--- config.mk ---
export PLATFORM = sky130hd
export DESIGN_NAME = sram_1r1w_fwd
export DESIGN_NICKNAME = d
export VERILOG_FILES = /design/src/rtl/sram_1r1w_fwd_pkg.sv /design/src/rtl/sram_1r1w_fwd.sv
export SDC_FILE = /design/constraint.sdc
export NUM_CORES = 2
export LEC_CHECK = 0
export CORE_ASPECT_RATIO = 0.75
export CORE_MARGIN = 2
export CORE_UTILIZATION = 45
export DETAILED_ROUTE_END_ITERATION = 6
export PLACE_DENSITY = 0.7
export SLEW_MARGIN = 0
export SYNTH_ARGS = -nofsm -noshare
export SYNTH_HDL_FRONTEND = slang
export SYNTH_SLANG_ARGS = --single-unit
--- constraint.sdc ---
create_clock -name clk -period 3.6 [get_ports clk]
set_input_delay 1.08 -clock clk [delete_from_list [all_inputs] [get_ports clk]]
set_output_delay 1.08 -clock clk [all_outputs]
set_load 0.005 [all_outputs]
--- src/rtl/sram_1r1w_fwd_pkg.sv ---
// Shared helpers for the 1R1W flop-based memory.
package sram_1r1w_fwd_pkg;

   // True when an address selects a real entry of a SIZE-entry array.
   function automatic logic in_range(input int unsigned addr, input int unsigned size);
      return addr < size;
   endfunction

endpackage : sram_1r1w_fwd_pkg

--- src/rtl/sram_1r1w_fwd.sv ---
// Single-clock 1R1W memory built from flops. One synchronous write port and
// one registered read port (1-cycle latency); an optional same-cycle
// write-to-read forwarding path is selected at elaboration time.
module sram_1r1w_fwd
   import sram_1r1w_fwd_pkg::*;
#(
   parameter int DATA_WIDTH = 32,
   parameter int SIZE       = 64,
   parameter int ADDR_WIDTH = 6,
   parameter int FORWARDING = 0
) (
   input  logic                  clk,
   input  logic                  reset_n,
   input  logic                  rd_enable,
   input  logic [ADDR_WIDTH-1:0] rd_addr,
   output logic [DATA_WIDTH-1:0] rd_data,
   input  logic                  wr_enable,
   input  logic [ADDR_WIDTH-1:0] wr_addr,
   input  logic [DATA_WIDTH-1:0] wr_data
);

   logic [DATA_WIDTH-1:0] mem [SIZE];
   logic                  wr_ok;
   logic                  rd_ok;
   logic [DATA_WIDTH-1:0] rd_array;
   logic [DATA_WIDTH-1:0] rd_next;

   // Out-of-range addresses never touch the array: writes drop, reads yield 0.
   assign wr_ok = wr_enable && in_range(32'(wr_addr), 32'(SIZE));
   assign rd_ok = in_range(32'(rd_addr), 32'(SIZE));

   // Storage array: cleared by reset, written on accepted writes.
   // NOTE: this array is plain flops used for LRU/tag state that must start
   // known, so it is reset like any other register; a real SRAM macro would not be.
   always_ff @(posedge clk or negedge reset_n) begin
      if (!reset_n) begin
         for (int i = 0; i < SIZE; i++) begin
            mem[i] <= '0;
         end
      end else if (wr_ok) begin
         // NOTE: non-blocking assignment, so a read on this same edge still
         // samples the pre-write contents of the array.
         mem[wr_addr] <= wr_data;
      end
   end

   // Array lookup for the read address; zero when the address is out of range.
   always_comb begin
      // NOTE: default first so no path leaves rd_array unassigned (no latch).
      rd_array = '0;
      if (rd_ok) begin
         rd_array = mem[rd_addr];
      end
   end

   // Forwarding mux exists only when FORWARDING is set; otherwise the read
   // returns the old contents and no address comparator is built.
   generate
      if (FORWARDING != 0) begin : g_fwd
         assign rd_next = (wr_ok && (wr_addr == rd_addr)) ? wr_data : rd_array;
      end else begin : g_no_fwd
         assign rd_next = rd_array;
      end
   endgenerate

   // Read result register: loads on rd_enable, otherwise holds.
   always_ff @(posedge clk or negedge reset_n) begin
      if (!reset_n) begin
         rd_data <= '0;
      end else if (rd_enable) begin
         rd_data <= rd_next;
      end
   end

endmodule : sram_1r1w_fwd

; ---- Yosys cells after proc, flatten, opt, wreduce, memory -nomap -nowiden
; Cells that the tools add are included.
[word_totals]
in_bits = 48
reg_bits = 2080
out_inout_bits = 32
elab_cells = 77
[op_classes]
order_cmp = 3
bitwise_logic = 2
n_reduce_logical = 1
n_mux = 6
[ops]
columns = operator, count
row1 = bitwise mux 2048 bit, 1
row2 = binary-select mux 32 bit (select 6 bit), 1
row3 = demux 32 bit (select 6 bit), 1
row4 = two-way mux 32 bit, 3
row5 = "greater-or-equal comparator 7 bit, second input constant", 2
row6 = inverter 6 -> 7 bit, 2
row7 = "< comparator 7 x 1 -> 1 bit, second input constant", 1
row8 = logical AND 1 bit, 1

; ---- Depth between registers and ports, before layout
[logic_depth]
word_depth = 6
ltp_mapped = 9
depth_no_buf = 6

; ---- Worst setup path after synthesis
; No wires, ideal clock.
[synth_path]
kind = input -> register
startpoint = input port rd_addr[2]
endpoint = register rd_data[0]
path_buffers = 3
arrival_time_ns = 2.590
required_time_ns = 3.472
path_slack_ns = 0.882
path_stages = 8
setup_ns = 0.128
path_cell_list = buf_6 buf_6 clkbuf_1 mux2_2 a22oi_1 o211ai_1 o32ai_1 nand2_1
[synth_between]
elab_chain_len = 4
[synth_lines]
columns = element, line
row1 = start: declaration, sram_1r1w_fwd.sv:15  ; input logic [ADDR_WIDTH-1:0] rd_addr,
row2 = inverter 6 -> 7 bit (not written as such), sram_1r1w_fwd.sv:52  ; rd_array = mem[rd_addr];
row3 = binary-select mux 32 bit (select 6 bit), sram_1r1w_fwd.sv:52
row4 = two-way mux 32 bit (not written as such) (2 in series), sram_1r1w_fwd.sv:52
row5 = end signal: assignment, sram_1r1w_fwd.sv:71  ; rd_data <= rd_next;
row6 = end: declaration, sram_1r1w_fwd.sv:16  ; output logic [DATA_WIDTH-1:0] rd_data,
; Every way passes these cells. The select of a mux whose other input is x is not followed.
; A chain may end at the register's enable or synchronous reset.

; ---- Worst setup path after layout
[layout_path]
startpoint = register rd_data[1]
endpoint = output port rd_data[1]
; No word-level cell between the ends.

==> impl_metrics.csv <==
group,metric,value,unit
place,port_buffers,79,
sta,setup_tns,0,ns
sta,layout_worst_path_cycle_share,0.914,
run_status,result_of_the_run,"completed",
clock_network,post_cts_hold_buffer_count,0,
synthesis,syn_area,94000,um^2
floorplan,floorplan.rows,145,
cells_and_area,regArea,52000,um^2
routing,dr.first_iter.drc_count,5480,
cells_and_area,multiInputGateArea,39500,um^2
worst_setup_path,timing.critical_path.fanout_max,2,
synthesis,synth.ff_latch_count,2080,
place,routabilityCongestion,0.845,
worst_setup_path,timing.critical_path.slowest_stage_cell,"sky130_fd_sc_hd__dfrtp_1",
routing,via_per_inst,6.09,
routing,routed_wire_length_per_instance,28.9,um
routing,firstDrtPassIters,5,
worst_setup_path,cp-startpoint,"rd_data[1]$_DFFE_PN0P_",
power,vdd_ir_drop_max,0.459,mV
worst_setup_path,worstPathCellList,"clkdlybuf4s50_1",
grt,groute.usage.overall,0.254,
sta,fin_hold_ws,0.136,ns
floorplan,design.portCount,80,
sta,clock.fmax,0.304,GHz
worst_setup_path,timing.setup.critical_path_class,"flop to primary output",
place,pre_cts_ws,-0.881,ns
synthesis,synth_edf_count,0,
sta,min_period,3.29,ns
cells_and_area,syn_to_final_growth,15.0,%
clock_network,clock_sink_count,2080,
worst_setup_path,crit_buf_inv,1,
sta,slew_headroom,0.164,
clock_network,cts-buffers-inserted,203,
worst_setup_path,worst_r2r_endpoint,"rd_data[16]$_DFFE_PN0P_",
grt,grt-ovfl-total,0,
hold_path,timing.hold.worst.class,"input port to asynchronous set/reset pin",
grt,first_pass_grt_wire_length,404000,um
worst_setup_path,timing.critical_path.to_type,"primary output",
clock_network,path_clk_slew,0.06,ns
floorplan,initial_utilization,0.452,
worst_setup_path,worst-path-stages,1,
synthesis,synthDistinctLibCells,36,
routing,final_antenna_net_count,0,
clock_network,cts.htree.levels,4,
worst_setup_path,slowest_delay,0.69,ns
synthesis,yosys_warnings,0,
worst_setup_path,setup.worst_path.end,"rd_data[1]",
power,power.static_leakage,0.0497,uW
synthesis,synth_ff_type,"sky130_fd_sc_hd__dfrtp_1",
sta,hold_viol_final,0,
sta,setup_viol_count_final,0,
clock_network,cts_tree,"yes",
synthesis,proportion_of_synthesized_chip_area_in_sequential_cells,0.554,
worst_setup_path,r2r_start,"rd_data[16]$_DFFE_PN0P_",
sta,post-route-worst-setup-slack,0.308,ns
grt,grt_max_degree,124,
routing,wl,269000,um
clock_network,cts_resized,0,
sta,finClkSkew,0.0773,ns
grt,number_of_antenna_violations_at_the_first_check_in_global_routing,15,
synthesis,synthesis.instances,6249,
sta,slew_viol_final,0,
clock_network,post_cts_buffers,0,
clock_network,clock_tree.buffer_depth,4,
synthesis,synth_nets,6297,
worst_setup_path,setup.reg_to_reg.worst_slack,1.20,ns
routing,drt_drc_violations_left,0,
floorplan,placeableCoreArea,208000,um^2
sta,unrepaired_setup_endpoints_after_global_routing,"no",
worst_setup_path,timing.reg2reg.worst_path_depth,5,
worst_setup_path,critical_path_arrival,2.21,ns
routing,via_count,56837,
cells_and_area,ratio_of_cells_with_drive_above_1_in_the_final_layout,0.509,
worst_setup_path,timing.critical_path.max_delay_family,"flip-flops",
cells_and_area,final_nets,6424,
cells_and_area,count_of_filler_cells_inserted_in_the_layout,16967,
sta,worstMarginPinSlew,1.25,ns
clock_network,clk-insertion-delay-late,0.89,ns
place,dpl.hpwl,172000,um
power,p_per_area,529,nW/um^2
synthesis,ys_async_sr_fraction,1.00,
power,p_total,57200,uW
floorplan,die_width,532,um
grt,vias_in_the_first_global_route,59361,
synthesis,post_synth.cell_area_avg,15.0,um^2
worst_setup_path,critical_path.startpoint_type,"flop",
flow_run,max-cap-violations,0,
worst_setup_path,crit_required,2.52,ns
clock_network,clock-root-buffer,"sky130_fd_sc_hd__clkbuf_16",
floorplan,die_height,400,um
floorplan,fp.dieArea,213000,um^2
==> how the worst min path moves through the flow <==
stage / from / endpoint / slack (ns) / cells past startpoint
detailed placement: mem[567]$_DFFE_PN0P_ / mem[567]$_DFFE_PN0P_ / 0.47 / 1
global route: reset_n / mem[310]$_DFFE_PN0P_ / 0.12 / 1
global placement: mem[553]$_DFFE_PN0P_ / mem[553]$_DFFE_PN0P_ / 0.46 / 1
finish: reset_n / mem[824]$_DFFE_PN0P_ / 0.14 / 1
CTS: reset_n / mem[310]$_DFFE_PN0P_ / 0.10 / 1
floorplan: mem[547]$_DFFE_PN0P_ / mem[547]$_DFFE_PN0P_ / 0.45 / 1
==> state kept, by name, summed over array words and instances (netlist names) <==
signal	count
rd_data	32
mem	2048
==> where the power goes <==
part	internal [uW]	leakage, uW	switching [uW]	total [uW]
sequential	26500	0.0276	1620	28100
combinational	4270	0.0188	3330	7600
clock	12200	0.00326	9270	21500
total	43000	0.0497	14200	57200
==> routing by layer <==
layer / vias to the layer above / GRT usage / wire, um / share of wire
met5: - / 0 / 25 / 0.000093
met4: 4 / 0.0705 / 7240 / 0.027
met3: 409 / 0.0478 / 20500 / 0.076
met2: 1975 / 0.378 / 119000 / 0.44
met1: 31138 / 0.382 / 123000 / 0.46
li1: 23311 / - / - / -
==> final cells by class <==
cell class / count / share of cell area
sequential: 2080 / 0.482
timing repair buffer: 552 / 0.0594
multi-input combinational: 3539 / 0.366
clock buffer: 299 / 0.0551
clock inverter: 58 / 0.00589
tap: 2793 / 0.0323
antenna: 7 / 0.000162
==> per-stage QoR <==
stage,utilization,cells,instance area [um^2]
after floorplan,-,6249,94000
after global placement,0.488,8964,101000
after detailed placement,0.488,8964,101000
after CTS,0.520,9321,108000
after global routing,0.520,9324,108000
final,0.520,9328,108000
==> logic make-up (layout without fill, tap and decap cells) <==
group / count (synthesis) / count (layout) / share of synthesized area
AOI/OAI and AO/OA: 415 / 415 / 0.0310
and+or+nand+nor: 436 / 436 / 0.0231
other: 0 / 7 / 0
DFF: 2080 / 2080 / 0.554
muxes: 2688 / 2688 / 0.361
buffers and inverters: 630 / 909 / 0.0307
==> cell usage in the layout (no fill, tap or decap), types with 3 or more instances in the layout <==
cell type,n
sky130_fd_sc_hd__nor2_1,99
sky130_fd_sc_hd__nor2b_1,98
sky130_fd_sc_hd__nand4b_1,3
sky130_fd_sc_hd__mux2_2,2066
sky130_fd_sc_hd__nand2_1,70
sky130_fd_sc_hd__a211oi_1,64
sky130_fd_sc_hd__clkbuf_16,205
sky130_fd_sc_hd__nand3_1,5
sky130_fd_sc_hd__nor2b_4,3
sky130_fd_sc_hd__a21oi_1,64
sky130_fd_sc_hd__buf_4,297
sky130_fd_sc_hd__o211ai_1,31
sky130_fd_sc_hd__nand2_2,17
sky130_fd_sc_hd__clkinvlp_4,5
sky130_fd_sc_hd__a22oi_1,159
sky130_fd_sc_hd__mux2i_1,224
sky130_fd_sc_hd__dfrtp_1,2080
sky130_fd_sc_hd__o32ai_1,31
sky130_fd_sc_hd__clkbuf_8,47
sky130_fd_sc_hd__nor2_4,50
sky130_fd_sc_hd__and2_1,4
sky130_fd_sc_hd__buf_12,177
sky130_fd_sc_hd__clkbuf_1,47
sky130_fd_sc_hd__bufinv_16,11
sky130_fd_sc_hd__clkdlybuf4s50_1,42
sky130_fd_sc_hd__mux4_2,352
sky130_fd_sc_hd__nand3b_1,3
sky130_fd_sc_hd__o22ai_1,64
sky130_fd_sc_hd__clkinv_2,37
sky130_fd_sc_hd__diode_2,7
sky130_fd_sc_hd__buf_2,33
sky130_fd_sc_hd__nor4_1,64
sky130_fd_sc_hd__mux2_1,46
==> synth_stat cells (87+ instances only) <==
cell type                  count  area share
sky130_fd_sc_hd__mux2_2     2066        0.25
sky130_fd_sc_hd__nand2_1      87      0.0035
sky130_fd_sc_hd__buf_2       279       0.015
sky130_fd_sc_hd__dfrtp_1    2080        0.55
sky130_fd_sc_hd__nor2_1      145      0.0058
sky130_fd_sc_hd__mux2i_1     224       0.024
sky130_fd_sc_hd__nor2b_1     101      0.0067
sky130_fd_sc_hd__mux4_2      352       0.084
sky130_fd_sc_hd__clkbuf_1    269       0.011
sky130_fd_sc_hd__a22oi_1     159       0.013
No activity file was read; power rests on OpenSTA's default activity.
